File: config.mk
export PLATFORM = sky130hd
export DESIGN_NAME = demux_2ch_deserializer
export DESIGN_NICKNAME = d
export VERILOG_FILES = /design/src/rtl/demux_2ch_deserializer_pkg.sv /design/src/rtl/demux_2ch_deserializer_ch_deser.sv /design/src/rtl/demux_2ch_deserializer.sv
export SDC_FILE = /design/constraint.sdc
export NUM_CORES = 1
export LEC_CHECK = 0
export BUFFER_PORTS_ARGS = -buffer_cell sky130_fd_sc_hd__buf_2
export CORE_UTILIZATION = 48
export DETAILED_ROUTE_END_ITERATION = 10
export PLACE_DENSITY = 0.79
export SYNTH_ARGS = -nofsm -noshare
export SYNTH_HDL_FRONTEND = slang
export SYNTH_SLANG_ARGS = --single-unit
File: constraint.sdc
create_clock -name clk -period 1.56 [get_ports clk]
set_clock_uncertainty 0.15 [all_clocks]
set_input_delay 0.234 -clock clk [delete_from_list [all_inputs] [get_ports clk]]
set_output_delay 0.234 -clock clk [all_outputs]
set_load 0.1 [all_outputs]
File: src/rtl/demux_2ch_deserializer_pkg.sv
// -----------------------------------------------------------------------------
// demux_2ch_deserializer_pkg
// Shared definitions for the two-channel deserializer that sits behind the
// 1-to-2 bit demultiplexer.
//   DEFAULT_WIDTH : default word width in bits
//   CH0 / CH1     : select values that steer a bit to channel 0 / channel 1
//   ch_state_e    : per-channel output state (EMPTY / FULL)
//   cnt_width()   : ceil(log2(width)) with a minimum of 1, sizes the bit counter
// -----------------------------------------------------------------------------
package demux_2ch_deserializer_pkg;

  localparam int DEFAULT_WIDTH = 8;

  localparam logic CH0 = 1'b0;
  localparam logic CH1 = 1'b1;

  typedef enum logic {
    ST_EMPTY = 1'b0,
    ST_FULL  = 1'b1
  } ch_state_e;

  // Smallest bit count that can hold values 0..width-1 (at least 1 bit).
  function automatic int cnt_width(input int width);
    int bits;
    bits = 1;
    for (int i = 1; i < 6; i++) begin
      if ((32'sd1 <<< i) < width) begin
        bits = i + 1;
      end else begin
        bits = bits;
      end
    end
    return bits;
  endfunction

endpackage

File: src/rtl/demux_2ch_deserializer_ch_deser.sv
// -----------------------------------------------------------------------------
// demux_ch_deser
// Single-channel deserializer: shift register, bit counter and an EMPTY/FULL
// output holding register with a valid/ready handshake and sticky overflow.
// Ports:
//   clk, rst      : clock, asynchronous active-high reset
//   bit_en        : accept bit_in this cycle
//   bit_in        : serial data bit
//   ready         : consumer accepts data (ignored while EMPTY)
//   clear_ovf     : synchronous clear of overflow (a same-cycle drop wins)
//   data          : last loaded word, stable while valid and not ready
//   valid         : data holds an unconsumed word
//   overflow      : sticky, a completed word was dropped
// -----------------------------------------------------------------------------
module demux_ch_deser
  import demux_2ch_deserializer_pkg::*;
#(
  parameter int WIDTH     = DEFAULT_WIDTH,
  parameter bit MSB_FIRST = 1'b1
) (
  input  logic             clk,
  input  logic             rst,
  input  logic             bit_en,
  input  logic             bit_in,
  input  logic             ready,
  input  logic             clear_ovf,
  output logic [WIDTH-1:0] data,
  output logic             valid,
  output logic             overflow
);

  localparam int             CW       = cnt_width(WIDTH);
  localparam logic [CW-1:0]  CNT_LAST = CW'(WIDTH - 1);
  localparam logic [CW-1:0]  CNT_ONE  = CW'(32'd1);

  logic [WIDTH-1:0] shift_r;
  logic [WIDTH-1:0] shifted_s;
  logic [CW-1:0]    cnt_r;
  logic [WIDTH-1:0] data_r;
  logic             overflow_r;
  logic             completion_s;
  logic             load_s;
  logic             drop_s;
  ch_state_e        state_r;
  ch_state_e        state_s;

  // Shift register value including the bit presented this cycle.
  always_comb begin
    shifted_s = shift_r;
    if (MSB_FIRST) begin
      shifted_s = {shift_r[WIDTH-2:0], bit_in};
    end else begin
      shifted_s = {bit_in, shift_r[WIDTH-1:1]};
    end
  end

  // A word completes when the WIDTH-th bit is accepted.
  assign completion_s = bit_en && (cnt_r == CNT_LAST);

  // Shift register and bit counter; the counter wraps regardless of output state.
  always_ff @(posedge clk or posedge rst) begin
    if (rst) begin
      shift_r <= {WIDTH{1'b0}};
      cnt_r   <= {CW{1'b0}};
    end else if (bit_en) begin
      shift_r <= shifted_s;
      cnt_r   <= completion_s ? {CW{1'b0}} : (cnt_r + CNT_ONE);
    end else begin
      shift_r <= shift_r;
      cnt_r   <= cnt_r;
    end
  end

  // Output FSM next state: decides whether a completed word loads or is dropped.
  always_comb begin
    state_s = state_r;
    load_s  = 1'b0;
    drop_s  = 1'b0;
    case (state_r)
      ST_EMPTY: begin
        if (completion_s) begin
          state_s = ST_FULL;
          load_s  = 1'b1;
        end else begin
          state_s = ST_EMPTY;
        end
      end
      ST_FULL: begin
        if (completion_s) begin
          state_s = ST_FULL;
          // Consumer takes the old word this cycle, so the new one can replace it.
          if (ready) begin
            load_s = 1'b1;
          end else begin
            drop_s = 1'b1;
          end
        end else if (ready) begin
          state_s = ST_EMPTY;
        end else begin
          state_s = ST_FULL;
        end
      end
      default: begin
        state_s = ST_EMPTY;
      end
    endcase
  end

  // Output FSM state, held word and sticky overflow (set beats clear).
  always_ff @(posedge clk or posedge rst) begin
    if (rst) begin
      state_r    <= ST_EMPTY;
      data_r     <= {WIDTH{1'b0}};
      overflow_r <= 1'b0;
    end else begin
      state_r <= state_s;
      if (load_s) begin
        data_r <= shifted_s;
      end else begin
        data_r <= data_r;
      end
      if (drop_s) begin
        overflow_r <= 1'b1;
      end else if (clear_ovf) begin
        overflow_r <= 1'b0;
      end else begin
        overflow_r <= overflow_r;
      end
    end
  end

  assign data     = data_r;
  assign valid    = (state_r == ST_FULL);
  assign overflow = overflow_r;

endmodule

File: src/rtl/demux_2ch_deserializer.sv
// -----------------------------------------------------------------------------
// demux_2ch_deserializer
// Reassembles the two bit streams routed by a 1-to-2 demux into WIDTH-bit words,
// one independent valid/ready output and sticky overflow flag per channel.
// Ports:
//   clk, rst                : clock, asynchronous active-high reset
//   bit_valid, sel          : a routed bit is present, and which channel it is for
//   out1_bit / out2_bit     : demux outputs; data for sel=0 / sel=1
//   chN_data/valid/ready    : per-channel word handshake
//   chN_overflow, clear_ovf : sticky drop flags and their shared clear
// -----------------------------------------------------------------------------
module demux_2ch_deserializer
  import demux_2ch_deserializer_pkg::*;
#(
  parameter int WIDTH     = DEFAULT_WIDTH,
  parameter bit MSB_FIRST = 1'b1
) (
  input  logic             clk,
  input  logic             rst,
  input  logic             bit_valid,
  input  logic             sel,
  input  logic             out1_bit,
  input  logic             out2_bit,
  output logic [WIDTH-1:0] ch0_data,
  output logic             ch0_valid,
  input  logic             ch0_ready,
  output logic [WIDTH-1:0] ch1_data,
  output logic             ch1_valid,
  input  logic             ch1_ready,
  output logic             ch0_overflow,
  output logic             ch1_overflow,
  input  logic             clear_ovf
);

  logic en0_s;
  logic en1_s;

  // Steer the bit enable to the channel named by sel; the unselected output is ignored.
  always_comb begin
    en0_s = 1'b0;
    en1_s = 1'b0;
    if (bit_valid) begin
      case (sel)
        CH0:     en0_s = 1'b1;
        CH1:     en1_s = 1'b1;
        default: begin
          en0_s = 1'b0;
          en1_s = 1'b0;
        end
      endcase
    end else begin
      en0_s = 1'b0;
      en1_s = 1'b0;
    end
  end

  demux_ch_deser #(
    .WIDTH     (WIDTH),
    .MSB_FIRST (MSB_FIRST)
  ) u_ch0 (
    .clk       (clk),
    .rst       (rst),
    .bit_en    (en0_s),
    .bit_in    (out1_bit),
    .ready     (ch0_ready),
    .clear_ovf (clear_ovf),
    .data      (ch0_data),
    .valid     (ch0_valid),
    .overflow  (ch0_overflow)
  );

  demux_ch_deser #(
    .WIDTH     (WIDTH),
    .MSB_FIRST (MSB_FIRST)
  ) u_ch1 (
    .clk       (clk),
    .rst       (rst),
    .bit_en    (en1_s),
    .bit_in    (out2_bit),
    .ready     (ch1_ready),
    .clear_ovf (clear_ovf),
    .data      (ch1_data),
    .valid     (ch1_valid),
    .overflow  (ch1_overflow)
  );

endmodule

# --- Word-level counts from Yosys, hierarchy flattened ---
# Index checks and enable logic that the tools add are counted.
# W data, S select, Z words.
word_totals:
  register_bits: 40
  inputBits: 9
  out_inout_bits: 20
  wordCells: 47
classes:
  addsub: 2
  eq_ne: 2
  muxes: 27
  bitwise: 2
  n_reduce_logical: 4
ops:
  columns: ["operator", "count"]
  rows:
  - ["$mux W1", 21]
  - ["$pmux W1 S2", 4]
  - ["$add A3 B1 Y3 const B", 2]
  - ["$eq A3 B3 Y1 const B", 2]
  - ["$mux W3", 2]
  - ["$reduce_bool A2 Y1", 2]
  - ["$logic_and A1 B1 Y1", 2]
  - ["$not A1 Y1", 2]

# --- Longest topological paths before layout ---
# Gate-level depths: netlist of the first run.
depth:
  word_depth: 6
  mapped_depth: 6
  depth_no_buf: 5

# --- Modules after synthesis ---
# A second synthesis of the first run with hierarchy kept.
hier_totals:
  hier_cells: 106
  area_unflattened_um2: 1682.9
by_module_without_submodules:
  columns: ["module", "n_inst", "cells_per_inst", "area_per_inst_um2", "seq_area_each_um2"]
  rows:
  - ["demux_ch_deser", 2, 52, 833.3, 500.5]
  - ["demux_2ch_deserializer", 1, 2, 16.3, 0.0]

# --- Worst setup path before layout of the first run ---
# No wires, ideal clock.
synth_path:
  path_kind: "reg-to-reg"
  start: "register u_ch0.state_r, in the netlist u_ch0.valid"
  end: "register u_ch0.data_r[0], in the netlist u_ch0.data[0]"
  setup_time_ns: 0.125
  arrival_ns: 1.646
  t_required_ns: 1.285
  setup_slack_ns: -0.362
  stages_incl_launch_ff: 5
  path_buffers: 1
  period_less_slack_ns: 1.922
  path_cell_list: "dfrtp_1 -> nand2b_1 -> nor2b_1 -> buf_4 -> mux2_2"
synth_between:
  elab_chain_len: 2
synth_rtl:
  columns: ["item", "line_no", "text"]
  rows:
  - ["from (decl)", "demux_2ch_deserializer_ch_deser.sv:44", "ch_state_e state_r;"]
  - ["from (signal assigned)", "demux_2ch_deserializer_ch_deser.sv:116", "state_r <= state_s;"]
  - ["$not A1 Y1", "demux_2ch_deserializer_ch_deser.sv:79", "case (state_r)"]
  - ["$pmux W1 S2 (*)", "demux_2ch_deserializer_ch_deser.sv:79", null]
  - ["to (signal assigned)", "demux_2ch_deserializer_ch_deser.sv:113", "data_r <= {WIDTH{1'b0}};"]
  - ["to (signal assigned)", "demux_2ch_deserializer_ch_deser.sv:118", "data_r <= shifted_s;"]
  - ["to (signal assigned)", "demux_2ch_deserializer_ch_deser.sv:120", "data_r <= data_r;"]
  - ["to (decl)", "demux_2ch_deserializer_ch_deser.sv:39", "logic [WIDTH-1:0] data_r;"]
# Every way passes the cells marked *; elsewhere a longest branch is shown, timed or not.
# A chain may end at the register's enable or synchronous reset.

# --- Worst setup path in the final report of the first run ---
layout_path:
  start: "register u_ch0.cnt_r[1]"
  end: "register u_ch0.data_r[0], in the netlist u_ch0.data[0]"
layout_between:
  elab_chain_len: 4
  elab_cells_between_ends: 5
  classes_between: "eq/ne (1); mux (3); reduce/logical (1)"
layout_rtl:
  columns: ["item", "line_no", "text"]
  rows:
  - ["from (decl)", "demux_2ch_deserializer_ch_deser.sv:38", "logic [CW-1:0] cnt_r;"]
  - ["from (signal assigned)", "demux_2ch_deserializer_ch_deser.sv:64", "cnt_r <= {CW{1'b0}};"]
  - ["from (signal assigned)", "demux_2ch_deserializer_ch_deser.sv:67", "cnt_r <= completion_s ? {CW{1'b0}} : (cnt_r + CNT_ONE);"]
  - ["from (signal assigned)", "demux_2ch_deserializer_ch_deser.sv:70", "cnt_r <= cnt_r;"]
  - ["$eq A3 B3 Y1 (*)", "demux_2ch_deserializer_ch_deser.sv:58", "assign completion_s = bit_en && (cnt_r == CNT_LAST);"]
  - ["$logic_and A1 B1 Y1 (*)", "demux_2ch_deserializer_ch_deser.sv:58", null]
  - ["$mux W1, on equally long branches", "demux_2ch_deserializer_ch_deser.sv:89, demux_2ch_deserializer_ch_deser.sv:81", null]
  - ["$pmux W1 S2 (*)", "demux_2ch_deserializer_ch_deser.sv:79", null]
# Marks and branches as above.

==> impl_metrics.ini, run 1 <==
[detailed_routing]
drt_iter0_drc = 38
drtPass1Iterations = 4
drc = 0
vias_per_cell = 5.01
wl_per_cell_um = 16.1
ant_nets = 0
wl_um = 3300
vias = 1027

[floorplanning]
fp.dieArea_um2 = 3510
fp-row-count = 20
die_w_um = 59.3
io_pins = 29
die_y_um = 59.3
core_um2 = 3080
initial_core_util_pct = 51.1

[timing]
layout_setup_ws_ps = -175
setup_tns_ps = -2040
fin_crit_sh_pct = 111
drv_slew = 0
tightest_slew_ps = 563
rsz0062_at_grt = true
finalHoldViolCount = 0
period_needed_ps = 1730
fmax_mhz = 576
max-slew-margin-rel_pct = 62.5
setup_viol = 16

[setup_path]
worst-path-buf-inv = 1
required_ps = 1660
critPathKind = register to register
cp_cell_sequence = ha_2 > ha_4 > nand3b_1 > nor2b_1 > buf_6 > mux2_4
cp_max_fo = 8
worstPathArrival_ps = 1840
slowest_stage = dfrtp_1
crit_family = flip-flops
cp-start-kind = register
cp-end-kind = register
max_stage_delay_ps = 390

[hold_path]
hp-class = input pin to register

[logic_synthesis]
ys_seq_elements = 40
avgSynthCellArea_um2 = 14.7
ys.warnings.count = 0
synthMuxAreaShare_pct = 22.2
synth_fa_ha_area_share_pct = 3.18
synth_seq_area_share_pct = 63.6
ys_types = 15
synthCells = 107
synth_compound_area_share_pct = 2.70
syn_area_um2 = 1570
synthXorXnorAreaFrac_pct = 0
synth_nets = 120
synth_simple_gate_area_share_pct = 6.04
synth_top_family_by_area = multiplexers

[global_route]
gr-usage-all-layers_pct = 19.2
grt_overflow = 0
grt_max_degree = 41
grt_pass1_vias = 1087
antenna_found_initial = 0
grt_pass1_wl_um = 4820

[placed_design]
dp_hpwl_um = 1980
dp_cells = 184
place_congestion = 0.666
port_buffers = 28

[cells_and_area]
nNetsFinal = 173
syn_to_final_growth_pct = 39.5
antennaDiodeCount = 0
stdcell_count = 205
final_layout_size_suffix_gt1_share_pct = 59.0
nFillCells = 209

[power]
leakage_nw = 1.08
ir_drop_v = 0.00131
powerDensity_nw_per_um2 = 1970

[outcome]
status = complete, but fails checks
violations = setup timing

[clocking]
clockBufferDepth = 2
cts.clk_slew.worst_paths_ps = 120
cts_buffers = 5
cts.sinks = 40
clk_latency_ps = 360
cts_root_buffer = clkbuf_4
cts_tree = done
ctsHtreeMaxLevel = 2

[run]
cap_viol_max_count = 0
==> flip-flops by register name, summed over array words and instances (netlist names) <==
signal and count:
u_ch1.data 8, u_ch0.cnt_r 3, u_ch1.overflow 1, u_ch0.shift_r 7, u_ch1.valid 1, u_ch1.cnt_r 3
u_ch0.overflow 1, u_ch1.shift_r 7, u_ch0.valid 1, u_ch0.data 8
==> worst register-to-register path: cells and delay by family, from the launching register on <==
kind / cells / cell delay [ps]
AND/OR/NAND/NOR: 2 / 280
buffers and inverters: 1 / 180
adder cells (fa/ha/maj): 2 / 320
flip-flops: 1 / 390
multiplexers: 1 / 310
==> cell usage in the layout (no fill, tap or decap) <==
master and instances:
inv_1 3, buf_2 9, dlygate4sd3_1 6, a21o_1 2, nor2b_4 1, o22ai_2 1
mux2_2 15, ha_4 2, o21ai_1 2, nand2b_1 4, buf_6 1, buf_4 16
nand3b_1 1, nor3_2 1, o21ai_0 1, nor3_1 1, nand2b_4 2, nor2b_1 1
clkbuf_4 21, dfrtp_1 38, nand3_4 1, buf_8 1, dfrtp_4 2, o22ai_1 1
clkinv_2 2, mux2_4 16, buf_12 1, clkinv_4 1, ha_2 2, nand2_1 6
==> through the flow <==
stage	area, um^2	worst slack [ps]	util, %	power, W	hold slack [ps]
after global routing	2200	-246	71.3	0.00452	205
after CTS	2060	-126	67.1	0.00417	119
after global placement	1890	-84.6	61.4	0.00346	149
after floorplan	1640	-56.3	-	0.00317	183
after detailed placement	1890	-126	61.4	0.00356	162
final	2200	-175	71.3	0.00432	210
==> cell usage after synthesis <==
cell | count | area share (%)
dfrtp_1 | 40 | 64
nand2b_1 | 6 | 2.4
a21o_1 | 2 | 0.95
o21ai_0 | 3 | 0.95
nor3_1 | 2 | 0.64
mux2_2 | 31 | 22
nand3_1 | 1 | 0.32
nor2b_1 | 2 | 0.79
o22ai_1 | 2 | 0.79
nand2_1 | 6 | 1.4
buf_4 | 2 | 0.95
ha_1 | 4 | 3.2
buf_2 | 2 | 0.64
inv_1 | 3 | 0.72
nand3b_1 | 1 | 0.48
==> area by class of cell <==
cell class / count / area (um^2) / share of cell area, %
sequential: 40 / 1010 / 45.9
clock buffer: 5 / 37.5 / 1.71
clock inverter: 3 / 18.8 / 0.855
timing repair buffer: 50 / 392 / 17.8
inverter: 3 / 11.3 / 0.513
tap: 44 / 55.1 / 2.51
multi-input combinational: 60 / 673 / 30.7
==> cell families after synthesis <==
kind of cell    Yosys count
simple gates             18
fa+ha+maj                 4
buf+inv                   7
flops                    40
mux                      31
compound gates            7
==> per-layer routing <==
metal | global-route usage (%) | share of wire (%)
met5 | 0 | 0
met2 | 34.3 | 54
met3 | 5.90 | 3.7
met1 | 21.7 | 41
met4 | 6.12 | 1.2
==> report_power, final <==
| part | switching, W | internal, W | total, W | leakage [nW] |
|---|---|---|---|---|
| clock | 0.000350 | 0.000173 | 0.000523 | 0.0349 |
| combinational | 0.00146 | 0.000700 | 0.00216 | 0.534 |
| sequential | 0.000249 | 0.00139 | 0.00164 | 0.508 |
==> worst paths after layout <==
path | slack (ps) | endpoint | startpoint | cells past startpoint
min in group asynchronous | 320 | u_ch1.valid | rst | 4
min reg2reg | 370 | u_ch1.data[3] | u_ch1.data[3] | 1
max in group asynchronous | 730 | u_ch0.valid | rst | 4
max | -170 | u_ch0.data[0] | u_ch0.cnt_r[1] | 6
min | 210 | u_ch0.valid | bit_valid | 4
max reg2reg | -170 | u_ch0.data[0] | u_ch0.cnt_r[1] | 6
==> what timing repair did <==
action	4_1_cts	5_1_grt
hold buffers	6	0
pin swaps	3	3
setup endpoints to repair	18	31
setup buffers	2	5
gates resized for setup	13	30
endpoints found under the hold margin	48	0
Power figures use the tool's default switching activity.
==> run 2, diff against run 1 <==
--- a/config.mk
+++ b/config.mk
@@ -6,9 +6,11 @@
 export NUM_CORES = 1
 export LEC_CHECK = 0
 export BUFFER_PORTS_ARGS = -buffer_cell sky130_fd_sc_hd__buf_2
-export CORE_UTILIZATION = 48
+export CORE_MARGIN = 4
+export CORE_UTILIZATION = 49
 export DETAILED_ROUTE_END_ITERATION = 10
-export PLACE_DENSITY = 0.79
+export PLACE_DENSITY = 0.8
 export SYNTH_ARGS = -nofsm -noshare
 export SYNTH_HDL_FRONTEND = slang
+export SYNTH_HIERARCHICAL = 1
 export SYNTH_SLANG_ARGS = --single-unit
==> constraint.sdc (replaced) <==
create_clock -name clk -period 1.4 [get_ports clk]
set_clock_uncertainty 0.15 [all_clocks]
set_input_delay 0.21 -clock clk [delete_from_list [all_inputs] [get_ports clk]]
set_output_delay 0.21 -clock clk [all_outputs]
set_load 0.1 [all_outputs]
==> run 2 against run 1 <==
Against the previous run:
- the flow still finishes with violations (setup timing)
- flip-flop and latch count unchanged
- hold slack worse by 140 ps
- fmax up 7.1%
==> impl_metrics.ini, run 2 <==
[clocking]
cts_tree = done
cts_buffers = 5
cts_root_buffer = clkbuf_4
clockBufferDepth = 2
clk_latency_ps = 340
cts.sinks = 40
ctsHtreeMaxLevel = 2
cts.clk_slew.worst_paths_ps = 100

[logic_synthesis]
synthCells = 106
async_flop_share_pct = 100
synth_nets = 119
syn_area_um2 = 1680
synth_area_leaders = dfrtp_1, mux2_4, mux2_2, ha_1, inv_1
synth_seq_area_share_pct = 59.5
ys_types = 16
yosysMostFrequentCell = dfrtp_1
synth-edff-count = 0
ys_top_cells_by_count = dfrtp_1, mux2_2, mux2_4
ys.warnings.count = 6
ys.flop_type = dfrtp_1
synth_top_area_cell = dfrtp_1
ys_seq_elements = 40
avgSynthCellArea_um2 = 15.9
synth_top_area_share_pct = 59.5

[power]
power.switching_w = 0.00257
leakage_nw = 1.16
power_frac_clock_pct = 9.2
p_int_w = 0.00312
ir_drop_v = 0.00159
p_comb_share_pct = 56.0
powerDensity_nw_per_um2 = 2330
switching_share_pct = 45.2
seqPwrFrac_pct = 34.8

[cells_and_area]
final_layout_size_suffix_gt1_share_pct = 61.4
antennaDiodeCount = 0
final_util_pct = 73.3
nNetsFinal = 171
final_common_cell = dfrtp_1
final_cell_mix = dfrtp_1, buf_12, mux2_4, mux2_2, buf_4
stdcell_count = 204
syn_to_final_growth_pct = 45.4

[timing]
rsz0062_at_grt = true
max-slew-margin-rel_pct = 82.8
finalHoldViolCount = 0
tightest_slew_ps = 259
drv_slew = 0
setup_viol = 18
fmax_mhz = 617
period_needed_ps = 1620
fin_crit_sh_pct = 116
layout_setup_ws_ps = -220

[floorplanning]
die_w_um = 66.6
fp.dieArea_um2 = 4440
core_um2 = 3340
die_y_um = 66.6
initial_core_util_pct = 50.4
fp-row-count = 21
io_pins = 29

[setup_path]
cp_max_fo = 8
cp-end-kind = register
r2r_start = u_ch1/cnt_r[0]
worstPathArrival_ps = 1690
required_ps = 1470
crit_start = u_ch1/cnt_r[0]
critPathKind = register to register
cp-start-kind = register

[outcome]
violations = setup timing
status = complete, but fails checks

[detailed_routing]
drtPass1Iterations = 4
drt_iter0_drc = 10
wl_um = 3110
ant_nets = 0
vias = 993
drc = 0
wl_per_cell_um = 15.3
vias_per_cell = 4.87

[global_route]
antenna_found_initial = 0
grt_pass1_wl_um = 5190
gr-usage-all-layers_pct = 16.1
grt_max_degree = 21
grt_pass1_vias = 1084
grt_overflow = 0

[placed_design]
port_buffers = 28
dp_hpwl_um = 2220
dp_cells = 188
place_congestion = 0.708

[run]
cap_viol_max_count = 0

[hold_path]
worstHoldStart = ch1_ready
hp-class = input pin to register
[run 2: path summary, 6_finish.rpt]
path / slack, ps / endpoint / cells after the start
worst max register to register: -220 / u_ch1/data[1] / 6
worst min register to register: 370 / u_ch1/shift_r[6] / 1
max in group asynchronous: 600 / u_ch1/valid / 4
worst min-delay path: 70 / u_ch1/valid / 4
worst max-delay path: -220 / u_ch1/data[1] / 6
min in group asynchronous: 270 / u_ch0/cnt_r[0] / 4
[run 2: cell families (layout without fill, tap and decap cells)]
group                    count (synthesis)  after routing  share of synthesized area, %
AND/OR/NAND/NOR                         12             12                          6.17
multiplexers                            34             34                          26.2
flip-flops                              40             40                          59.5
AO/OA/AOI/OAI                            4              4                          1.49
adder cells (fa/ha/maj)                  4              4                          2.97
buffers and inverters                   12             64                          3.72
[run 2: timing repair]
item / 4_1_cts / 5_1_grt
pin swaps: 3 / 2
gates resized for setup: 8 / 1
endpoints found under the hold margin: 46 / 0
hold buffers: 4 / 0
setup buffers: 3 / 2
endpoints found under the setup margin: 18 / 18
[run 2: layout make-up]
class,count,area [um^2]
inverters,8,30.0
multi-input cells,54,666
clock buffers,7,45.0
flip-flops and latches,40,1010
repair buffers,49,641
well taps,46,57.6
fillers,209,890
[run 2: metal layers]
| metal | vias to the layer above | part of all wire [%] | GRT usage (%) |
|---|---|---|---|
| li1 | 459 | - | - |
| met5 | - | 0 | 0 |
| met1 | 505 | 41 | 19.5 |
| met4 | 0 | 1.7 | 5.33 |
| met2 | 22 | 53 | 27.2 |
| met3 | 7 | 3.9 | 5.06 |
[run 2: critical path: stages (launching register included)]
cell and delay [ps]:
dfrtp_1 380, ha_2 200, ha_4 150, nand2_4 60, nor2b_4 120, buf_12 140, mux2_4 300
[run 2: power by group through the flow]
stage | Combinational (W) | Sequential, W | Clock [W]
3_3_place_gp | 0.00305 | 0.00195 | 0
3_5_place_dp | 0.00313 | 0.00198 | 0
4_1_cts | 0.00320 | 0.00198 | 0.000547
2_1_floorplan | 0.000650 | 0.00326 | 0
6_report | 0.00319 | 0.00198 | 0.000526
5_1_grt | 0.00330 | 0.00204 | 0.000595
[run 2: metrics by stage]
stage	instance area [um^2]	hold slack [ps]	power [W]	setup TNS (ps)	setup WS, ps
finish	2450	74.8	0.00569	-3510	-220
global route	2450	69.4	0.00593	-4410	-273
CTS	2430	56.7	0.00573	-3140	-192
detailed placement	2250	105	0.00511	-4640	-304
global placement	2250	94.6	0.00500	-3460	-231
floorplan	1700	23.9	0.00391	-2820	-176
